==> config.mk <==
export PLATFORM = sky130hd
export DESIGN_NAME = tetris_status_tx
export DESIGN_NICKNAME = d
export VERILOG_FILES = /design/src/rtl/tetris_status_tx.sv
export SDC_FILE = /design/constraint.sdc
export NUM_CORES = 1
export LEC_CHECK = 0
export CAP_MARGIN = 15
export CORE_UTILIZATION = 45
export DETAILED_ROUTE_END_ITERATION = 7
export GPL_TIMING_DRIVEN = 0
export PLACE_DENSITY_LB_ADDON = 0.15
export SYNTH_ARGS = -nofsm -noshare
export SYNTH_HDL_FRONTEND = slang
export SYNTH_SLANG_ARGS = --single-unit
export TNS_END_PERCENT = 100
==> constraint.sdc <==
create_clock -name game_clk -period 2.6 [get_ports game_clk]
set_clock_uncertainty 0.2 [all_clocks]
set_input_delay 0.78 -clock game_clk [delete_from_list [all_inputs] [get_ports game_clk]]
set_output_delay 0.78 -clock game_clk [all_outputs]
set_load 0.1 [all_outputs]
==> src/rtl/tetris_status_tx.sv <==
// SPI mode-0 slave transmitter returning a 6-byte game-status frame to the MCU.
// sck/ce are oversampled in game_clk; game state is snapshotted when each transaction opens.
`timescale 1ns/1ps
module tetris_status_tx #(
   parameter logic [7:0]  SYNC_BYTE   = 8'hA5,
   parameter int unsigned SYNC_STAGES = 2
) (
   input  logic        game_clk,
   input  logic        reset_n,
   input  logic        sck,
   input  logic        ce,
   input  logic [15:0] score,
   input  logic [7:0]  lines,
   input  logic [3:0]  status_flags,
   output logic        sdo,
   output logic        sdo_en,
   output logic        busy,
   output logic        frame_done,
   output logic [3:0]  seq
);

   typedef enum logic [1:0] {StIdle, StLoad, StShift, StDone} state_e;

   state_e                 state_q;
   logic [SYNC_STAGES-1:0] sck_sync_q, ce_sync_q;
   logic                   sck_hist_q, ce_hist_q;
   logic [47:0]            shift_q;
   logic [5:0]             bit_cnt_q;
   logic [3:0]             seq_q;
   logic                   frame_done_q;

   logic       sck_s, ce_s;
   logic       sck_rise, sck_fall, ce_rise, ce_fall;
   logic [7:0] byte1, checksum;

   assign sck_s    = sck_sync_q[SYNC_STAGES-1];
   assign ce_s     = ce_sync_q[SYNC_STAGES-1];
   assign sck_rise = sck_s & ~sck_hist_q;
   assign sck_fall = ~sck_s & sck_hist_q;
   assign ce_rise  = ce_s & ~ce_hist_q;
   assign ce_fall  = ~ce_s & ce_hist_q;

   assign byte1    = {seq_q, status_flags};
   assign checksum = byte1 ^ score[15:8] ^ score[7:0] ^ lines;

   always_ff @(posedge game_clk) begin
      if (!reset_n) begin
         state_q      <= StIdle;
         sck_sync_q   <= '0;
         ce_sync_q    <= '0;
         sck_hist_q   <= 1'b0;
         ce_hist_q    <= 1'b0;
         shift_q      <= '0;
         bit_cnt_q    <= '0;
         seq_q        <= '0;
         frame_done_q <= 1'b0;
      end else begin
         sck_sync_q   <= {sck_sync_q[SYNC_STAGES-2:0], sck};
         ce_sync_q    <= {ce_sync_q[SYNC_STAGES-2:0], ce};
         sck_hist_q   <= sck_s;
         ce_hist_q    <= ce_s;
         frame_done_q <= 1'b0;
         unique case (state_q)
            StIdle: begin
               if (ce_rise) state_q <= StLoad;
            end
            StLoad: begin
               if (ce_fall) begin
                  state_q <= StIdle;
               end else begin
                  shift_q   <= {SYNC_BYTE, byte1, score, lines, checksum};
                  bit_cnt_q <= '0;
                  state_q   <= StShift;
               end
            end
            StShift: begin
               // ce_fall wins over any coincident sck edge
               if (ce_fall) begin
                  state_q <= StIdle;
               end else begin
                  if (sck_fall) shift_q <= {shift_q[46:0], 1'b0};
                  if (sck_rise) begin
                     if (bit_cnt_q == 6'd47) begin
                        bit_cnt_q    <= 6'd48;
                        frame_done_q <= 1'b1;
                        seq_q        <= seq_q + 4'd1;
                        state_q      <= StDone;
                     end else begin
                        bit_cnt_q <= bit_cnt_q + 6'd1;
                     end
                  end
               end
            end
            StDone: begin
               if (ce_fall) state_q <= StIdle;
            end
            default: state_q <= StIdle;
         endcase
      end
   end

   assign sdo        = (state_q == StShift) & ce_s & shift_q[47];
   assign sdo_en     = ce_s;
   assign busy       = (state_q == StLoad) | (state_q == StShift);
   assign frame_done = frame_done_q;
   assign seq        = seq_q;

endmodule

==> flow_metrics.tcl <==
set metrics [dict create \
    outcome "finished clean" \
    finalNetCount 418 \
    die_w_um 85.4 \
    seq_power_share_pct 47.4 \
    clock.fmax_mhz 395 \
    synth_flop_cell "dfxtp_1" \
    ff_latch_area_sq_um 1340 \
    antenna_left 0 \
    period_share_pct 97.4 \
    worstHoldPathCells 1 \
    synthMuxAreaShare_pct 12.5 \
    hold_viol_final 0 \
    path_class "flop to output port" \
    async_reset_ff_share_pct 0 \
    drv_slew 0 \
    wirelength_um 7010 \
    route.vias.total 2528 \
    start_util_pct 46.3 \
    antenna_found_initial 0 \
    place_ws_ns -1.18 \
    synth_compound_area_share_pct 16.5 \
    synth_cells 330 \
    setup_ws_ns 0.0681 \
    worstPathRequired_ns 1.62 \
    syn_avg_cell_area_sq_um 9.48 \
    p_leak_nw 1.33 \
    drt_iter0_markers 60 \
    worst_slew_pin_slew_ns 0.947 \
    grt_pass1_wl_um 11600 \
    powerDensity_nw_per_um2 694 \
    htreeDepth 3 \
    post-dp-hpwl_um 5230 \
    clk_pin_slew_ns 0.07 \
    cts_buffers 9 \
    cts_root_buf "clkbuf_8" \
    grt_pass1_vias 2437 \
    p_int_mw 1.81 \
    switching_share_pct 31.6 \
    critPathCaptureType "output port" \
    synth_edf_count 0 \
    netlist_top_cells_area "dfxtp_1 43%, mux2i_1 12%, a211oi_1 8.2%" \
    antenna-diode-count 0 \
    power_mw 2.65 \
    yosys.area.top_type_share_pct 42.9 \
    gp_congestion 0.810 \
    relSlewSlack_pct 37.1 \
    ys_ff_latch 67 \
    synth_nets 369 \
    synth_top_area_cell "dfxtp_1" \
    maxCapViolCount 0 \
    fin_cells 463 \
    critPathMaxStageDelay_ns 0.42 \
    syn-cell-area_sq_um 3130 \
    route.met3.wl_um 180 \
    dp.cells 449 \
    clock_sinks 67 \
    finalSetupViolations 0 \
    period_minus_slack_ns 2.53 \
    core_area_sq_um 6760 \
    drt-pass1-iter-count 4 \
    synth_xor_xnor_area_share_pct 7.56 \
    p_switching_uw 837 \
    rows 30 \
    synthSimpleGateAreaFrac_pct 14.4 \
    wl_met1_um 3310 \
    rr_worst_depth 7 \
    num_io_pins 40 \
    highest_layer "met4" \
    clockBufferDepth 2 \
    synth_cell_types 39 \
    die-area_sq_um 7290 \
    yosysSeqAreaShare_pct 42.9 \
    crit_chain "inv_1 -> ha_2 -> clkbuf_4" \
    critPathMaxFanout 4 \
    die_y_um 85.4 \
    hold_buffers 0 \
    power_frac_comb_pct 24.5 \
    gr-total-overflow 0 \
    insertion_delay_ns 0.33 \
    slowest_stage "dfxtp_1" \
    multi_input_area_sq_um 1700 \
    grt_max_degree 20 \
    io_buffer_count 39 \
    ys_warn_count 0 \
    grtUsageTotal_pct 20.5 \
    cp.arrival_ns 1.55 \
    max-vdd-ir-drop_mv 0.355 \
    synth_top_family_by_area "compound AO/OA/AOI/OAI gates" \
    drc 0 \
    wl_met2_um 3380 \
    critPathLaunchType "flop" \
    avgRoutedWirePerCell_um 15.1 \
    hp-class "flop to flop" \
    cts_tree "yes" \
    synthToLayoutAreaGrowth_pct 22.2 \
    holdWs_ns 0.238 \
    fillers 628 \
    p_clk_share_pct 28.1 \
    synthAdderAreaFrac_pct 2.80 \
    vias_per_cell 5.46 \
    drive_above_1_share_pct 9.92 \
    grt_setup_unrepaired "true" \
]
-- worst max-delay path: cells and delay by family (launching register included) --
family	cells	cell delay, ns
buffers and inverters	2	0.44
flip-flops	1	0.42
adder cells (fa/ha/maj)	1	0.36
-- per-stage QoR --
stage | TNS (ns) | instance area, sq um | util (%)
final | 0 | 3820 | 56.6
after global routing | -0.0272 | 3820 | 56.6
after CTS | -0.0115 | 3800 | 56.2
after detailed placement | -6.79 | 3620 | 53.6
after global placement | -6.42 | 3620 | 53.6
after floorplan | -0.0152 | 3130 | -
-- power by group through the flow --
stage | combinational, mW | sequential, mW | clock [mW]
2_1_floorplan | 0.470 | 1.26 | 0
3_3_place_gp | 0.635 | 1.27 | 0
3_5_place_dp | 0.648 | 1.28 | 0
4_1_cts | 0.647 | 1.25 | 0.763
5_1_grt | 0.725 | 1.27 | 0.817
6_report | 0.650 | 1.26 | 0.745
-- flip-flops by register name (all words and copies together), names as in the netlist --
signal,cells
shift_q,48
bit_cnt_q,6
seq,4
ce_sync_q,2
sck_sync_q,2
state_q,2
ce_hist_q,1
frame_done,1
sck_hist_q,1
-- cell usage in the layout (no fill, tap or decap), types with 2 or more instances in the layout --
master | netlist | routed
buf_2 | 4 | 3
and3b_1 | 2 | 2
o221a_2 | 4 | 4
and2_1 | 6 | 6
nand2b_1 | 11 | 11
clkinv_2 | 0 | 3
o21ai_0 | 4 | 4
ha_1 | 7 | 5
nand3_1 | 5 | 5
nand4b_1 | 2 | 2
a21oi_1 | 13 | 13
buf_1 | 2 | 2
o21ai_1 | 2 | 2
xor2_1 | 9 | 9
or3_1 | 2 | 2
xnor2_1 | 18 | 18
nand2_1 | 6 | 6
clkbuf_1 | 15 | 10
nor2_1 | 47 | 47
clkdlybuf4s50_1 | 0 | 31
o221ai_1 | 6 | 6
clkdlybuf4s15_2 | 0 | 4
clkbuf_2 | 0 | 6
clkbuf_8 | 0 | 10
o211ai_1 | 2 | 2
mux2i_1 | 38 | 38
a211oi_1 | 34 | 34
dfxtp_1 | 67 | 66
nand3b_1 | 3 | 3
inv_1 | 6 | 5
-- area by class of cell --
class,count,share of cell area (%)
plain buffers,20,2.55
clock buffers,12,3.80
multi-input cells,236,44.4
clock inverters,3,0.393
inverters,6,0.589
well taps,80,2.62
repair buffers,39,10.5
flip-flops and latches,67,35.1
-- synthesized netlist by cell type, drive strengths merged, types with 2 or more instances --
| library cell | instances |
|---|---|
| mux2i | 38 |
| nand3 | 5 |
| a21oi | 13 |
| nor2 | 47 |
| inv | 6 |
| o21ai | 6 |
| o221a | 4 |
| or3 | 2 |
| and3b | 2 |
| and2 | 6 |
| a211oi | 34 |
| nand4b | 2 |
| nand2b | 11 |
| and3 | 2 |
| nand2 | 6 |
| o221ai | 6 |
| dfxtp | 67 |
| xnor2 | 18 |
| clkbuf | 15 |
| nand3b | 3 |
| ha | 7 |
| o211ai | 2 |
| buf | 6 |
| xor2 | 9 |
-- cells by family (layout without fill, tap and decap cells) --
kind of cell / after synthesis / after routing
AO/OA/AOI/OAI: 72 / 72
XOR/XNOR: 27 / 27
adder cells (fa/ha/maj): 7 / 7
buffers and inverters: 27 / 80
flip-flops: 67 / 67
multiplexers: 39 / 39
AND/OR/NAND/NOR: 91 / 91
-- per-layer routing --
| metal | global-route usage [%] | up-vias |
|---|---|---|
| li1 | - | 1271 |
| met1 | 25.1 | 1194 |
| met2 | 35.5 | 52 |
| met3 | 3.60 | 11 |
| met4 | 8.94 | 0 |
| met5 | 0 | - |
-- path summary, 6_finish.rpt --
path                              startpoint           end  slack, ns
worst max-delay path              state_q[1]          busy       0.07
worst max register to register    state_q[1]   shift_q[24]       0.24
worst min-delay path            ce_sync_q[0]  ce_sync_q[1]       0.24
worst min register to register  ce_sync_q[0]  ce_sync_q[1]       0.24
-- what timing repair did --
| item | 4_1_cts | 5_1_grt |
|---|---|---|
| setup endpoints to repair | 8 | 40 |
| setup buffers | 0 | 0 |
| gates cloned | 0 | 0 |
| resized for setup | 32 | 16 |
Power figures use the tool's default switching activity.
==> RTL edit 1 (config.mk and constraints unchanged) <==
`SYNC_STAGES`: 2 -> 4.
--- a/src/rtl/tetris_status_tx.sv
+++ b/src/rtl/tetris_status_tx.sv
@@ -4,5 +4,5 @@
 module tetris_status_tx #(
    parameter logic [7:0]  SYNC_BYTE   = 8'hA5,
-   parameter int unsigned SYNC_STAGES = 2
+   parameter int unsigned SYNC_STAGES = 4
 ) (
    input  logic        game_clk,
Behaviour: not the same (Yosys sat finds a counterexample within 4 cycles, from zero or initial values and one cycle with reset_n low).
==> RTL edit 1 against the original RTL <==
  * Total power increased by 4.0%
  * Sequential cell count increased by 4
  * Cell area increased by 4.4%
  * Worst setup slack got worse by 28 ps
  * First-iteration DRC count increased by 55%
  * Wire length increased by 3.9%
  * Area after synthesis increased by 3.5%
  * Largest cell class unchanged
  * Combinational power decreased by 16%
==> RTL edit 1: results (changes against the original RTL) <==
{| class="wikitable"
! Metric !! Value
|-
| Status || finished, final reports clean
|-
| Slowest Stage Delay on Critical Path || 330 ps (-90 ps)
|-
| YS warnings || 0 (unchanged)
|-
| Data arrival time of the critical path || 1580 ps (+30 ps)
|-
| Row count || 30 (unchanged)
|-
| Leading post-synthesis cells by cell area || dfxtp_1, mux2i_1, a211oi_1
|-
| All-Layer GR Usage || 21.1% (+0.59 points)
|-
| Total leakage power || 1.37 nW (+2.9%)
|-
| Number of distinct library cells after synthesis || 40 (+2.6%)
|-
| DR WL met2 || 3180 um (-5.9%)
|-
| Sequential area share after synthesis || 43.9% (+1.0 points)
|-
| Synthesized flop and latch total || 71 (+6.0%)
|-
| Data buffer area share || 12.9% (-0.17 points)
|-
| Detailed-placement wirelength estimate || 5260 um (+0.69%)
|-
| Detail-routed via count per cell || 5.27 (-3.5%)
|-
| Source of the critical timing path || state_q[0]
|-
| Worst supply voltage drop on vdd || 0.397 mV (+12%)
|-
| Highest fanout seen on the critical path || 19 (+15)
|-
| Max transition margin || 36.9% (-0.20 points)
|-
| Multi-input comb cells || 237 (+0.42%)
|-
| Fraction of area in registers || 35.7% (+0.53 points)
|-
| Clk pin slew, worst setup/hold paths || 70 ps (about the same)
|-
| Number of levels in the clock H-tree || 3 (unchanged)
|-
| Placed instance area || 0.00375 mm^2 (+3.6%)
|-
| Net Count, Synth || 376 (+1.9%)
|-
| Fraction of layout instances using a drive strength above 1 || 9.21% (-0.71 points)
|-
| Initial DRC count || 93 (+55%)
|-
| Detailed route wirelength on metal3 || 231 um (+28%)
|-
| Footprint of the multi-input gates || 0.00170 mm^2 (+0.44%)
|-
| Worst slack after detailed placement || -1120 ps (+58.6 ps)
|-
| Terminus of the critical flop-to-flop path || shift_q[21]
|-
| Internal power of the cells || 1.99 mW (+9.6%)
|-
| Worst setup path endpoint || sdo
|-
| Layout fillers || 644 (+2.5%)
|-
| Antenna cells || 0 (unchanged)
|-
| Vias in the first global route || 2,478 (+1.7%)
|-
| Non-filler cells, final || 487 (+5.2%)
|-
| Mapped Cells || 337 (+2.1%)
|-
| Number of placed cells counting well taps || 472 (+5.1%)
|-
| DRT met1 WL || 3760 um (+13%)
|-
| Placer congestion estimate || 0.830 (+2.6%)
|-
| Worst Setup Slack, final || 40.3 ps (-27.8 ps)
|-
| Layout Utilization || 58.1% (+1.5 points)
|-
| Clock buffers and inverters, area share || 5.14% (+0.95 points)
|-
| Reg2reg setup slack || 220 ps (-20 ps)
|-
| Hold Path Sink || sck_sync_q[1]
|-
| Final wirelength || 7280 um (+3.9%)
|-
| Launch instance of the worst min-delay path || sck_sync_q[0]
|}
==> RTL edit 1: cell count changes after synthesis, sizes merged, moves of 2 or more <==
cell    unedited run  this run
and2               6        10
nand4b             2         0
nor2              47        45
clkbuf            15        17
nor2b              1         3
dfxtp             67        71
==> RTL edit 1: worst reg2reg max path: cells and delay by family (launching register included) <==
| kind | cells | cell delay (ps) |
|---|---|---|
| buffers and inverters | 3 | 750 |
| flip-flops | 1 | 380 |
| adder cells (fa/ha/maj) | 1 | 350 |
| AO/OA/AOI/OAI | 2 | 350 |
| AND/OR/NAND/NOR | 1 | 210 |
==> RTL edit 1: logic make-up after synthesis <==
family	Yosys count	synth area share [%]
fa+ha+maj	7	2.70
flops	71	43.9
simple gates	90	13.7
xor+xnor	27	7.30
buf+inv	29	3.67
compound gates	74	16.7
mux	39	12.1
==> RTL edit 1: power groups by stage <==
| stage | Clock (mW) | Combinational [mW] | Sequential [mW] |
|---|---|---|---|
| 2_1_floorplan | 0 | 0.385 | 1.28 |
| 3_3_place_gp | 0 | 0.533 | 1.29 |
| 3_5_place_dp | 0 | 0.541 | 1.30 |
| 4_1_cts | 0.950 | 0.547 | 1.27 |
| 5_1_grt | 1.00 | 0.609 | 1.29 |
| 6_report | 0.934 | 0.548 | 1.27 |
==> RTL edit 1: per-layer routing <==
layer	vias up	track usage [%]
met5	-	0
met4	0	7.27
met3	10	4.48
met2	40	32.2
met1	1218	29.5
li1	1297	-
==> RTL edit 1: repair_timing <==
action | CTS | global route
hold buffers | 0 | 0
endpoints found under the setup margin | 45 | 40
endpoints found under the hold margin | 0 | 0
resized for setup | 37 | 3
==> RTL edit 2 (same settings) <==
Without the edit above. Register the outputs `sdo`, `sdo_en` and `busy`, cleared by the reset; this adds one clock of latency there. The other outputs are not delayed to match.
--- a/src/rtl/tetris_status_tx.sv
+++ b/src/rtl/tetris_status_tx.sv
@@ -100,7 +100,15 @@
    end
 
-   assign sdo        = (state_q == StShift) & ce_s & shift_q[47];
-   assign sdo_en     = ce_s;
-   assign busy       = (state_q == StLoad) | (state_q == StShift);
+   always_ff @(posedge game_clk) begin
+      if (!reset_n) begin
+         sdo    <= '0;
+         sdo_en <= '0;
+         busy   <= '0;
+      end else begin
+         sdo    <= (state_q == StShift) & ce_s & shift_q[47];
+         sdo_en <= ce_s;
+         busy   <= (state_q == StLoad) | (state_q == StShift);
+      end
+   end
    assign frame_done = frame_done_q;
    assign seq        = seq_q;
Formal check against the unedited RTL: not equivalent (Yosys sat finds a counterexample within 4 cycles, from zero or initial values and one cycle with reset_n low).
==> RTL edit 2 against the original RTL <==
  * Cell area up 0.79%
  * Register-to-register slack better by 30 ps
  * Sequential cell count up 2
  * First-iteration DRC count rose by 120%
  * Wire length up 3.0%
  * Area after synthesis increased by 1.6%
  * Total power increased by 1.1%
  * Worst setup slack worse by 2.2 ps
==> RTL edit 2: results (changes against the original RTL) <==
{| class="wikitable"
! Metric !! Value
|-
| Count of nets after finishing || 422 (+0.96%)
|-
| Detailed-placement wirelength estimate || 5220 um (-0.11%)
|-
| Initial DRC count || 132 (+120%)
|-
| Total leakage power || 1.35 nW (+1.6%)
|-
| Clock buffers and inverters, area share || 4.29% (+0.097 points)
|-
| First-pass GRT wire length || 12,100 um (+4.2%)
|-
| Sequential area share after synthesis || 43.4% (+0.57 points)
|-
| Status || finished, final reports clean
|-
| All-Layer GR Usage || 21.4% (+0.87 points)
|-
| CTS sink count || 69 (+3.0%)
|-
| # Post-CTS Setup Buffers || 0 (unchanged)
|-
| Number of placed cells counting well taps || 468 (+4.2%)
|-
| Multi-input comb cells || 237 (+0.42%)
|-
| Port Buffer Count || 38 (-2.6%)
|-
| Commonest cells in the synthesized netlist || dfxtp_1, nor2_1, mux2i_1
|-
| Data buffer area share || 12.3% (-0.72 points)
|-
| Final wirelength || 7220 um (+3.0%)
|-
| Net Count, Synth || 373 (+1.1%)
|-
| Placed instance area || 0.00368 mm^2 (+1.6%)
|-
| Synthesized area divided by synthesized cell count || 9.52 um^2 (+0.42%)
|-
| Max transition margin || 37.1% (-0.051 points)
|-
| Worst hold-check slack || 243 ps (+4.70 ps)
|-
| Non-Filler Cell Area, Final || 0.00385 mm^2 (+0.79%)
|-
| Detailed-route via count || 2,548 (+0.79%)
|-
| Worst supply voltage drop on vdd || 0.387 mV (+9.0%)
|-
| Layout fillers || 652 (+3.8%)
|-
| Worst path slowest cell || clkdlybuf4s15_1
|-
| Leading post-synthesis cells by cell area || dfxtp_1, mux2i_1, a211oi_1
|-
| Pin count of the biggest net entering global routing || 11 (-45%)
|-
| Count of plain and timing-repair buffers in the layout || 60 (+1.7%)
|-
| Total of cells resized after clock tree synthesis || 16 (-50%)
|-
| Vias in the first global route || 2,462 (+1.0%)
|-
| Top cell type's share of synthesized area || 43.4% (+0.57 points)
|-
| Placer congestion estimate || 0.816 (+0.79%)
|-
| Detail-routed via count per cell || 5.29 (-3.2%)
|-
| Footprint of the multi-input gates || 0.00169 mm^2 (-0.59%)
|}
RTL edit 2: report_power, final:
part	leakage (nW)	switching, mW	internal, mW
clock network	0.0881	0.374	0.385
logic	0.702	0.364	0.267
registers	0.564	0.0792	1.21
RTL edit 2: layer usage:
metal	up-vias	track usage [%]	wire length, um
li1	1291	-	-
met1	1187	26.6	3290
met2	60	35.4	3490
met3	10	6.16	313
met4	0	7.27	130
met5	-	0	0
RTL edit 2: cell families after synthesis:
logic type	synth area share [%]
flops	43.4
fa+ha+maj	2.75
xor+xnor	7.44
compound gates	16.2
buf+inv	3.50
mux	12.3
simple gates	14.3
RTL edit 2: worst max-delay path by stage:
stage           start  endpoint  slack (ps)  depth (start not counted)
2_1_floorplan  sdo_en    seq[3]         230                          5
3_3_place_gp   seq[0]    seq[0]        -100                          1
6_report       sdo_en    sdo_en          70                          1
3_5_place_dp   seq[0]    seq[0]         -90                          1
4_1_cts        sdo_en    sdo_en          20                          1
5_1_grt        sdo_en    sdo_en           3                          1
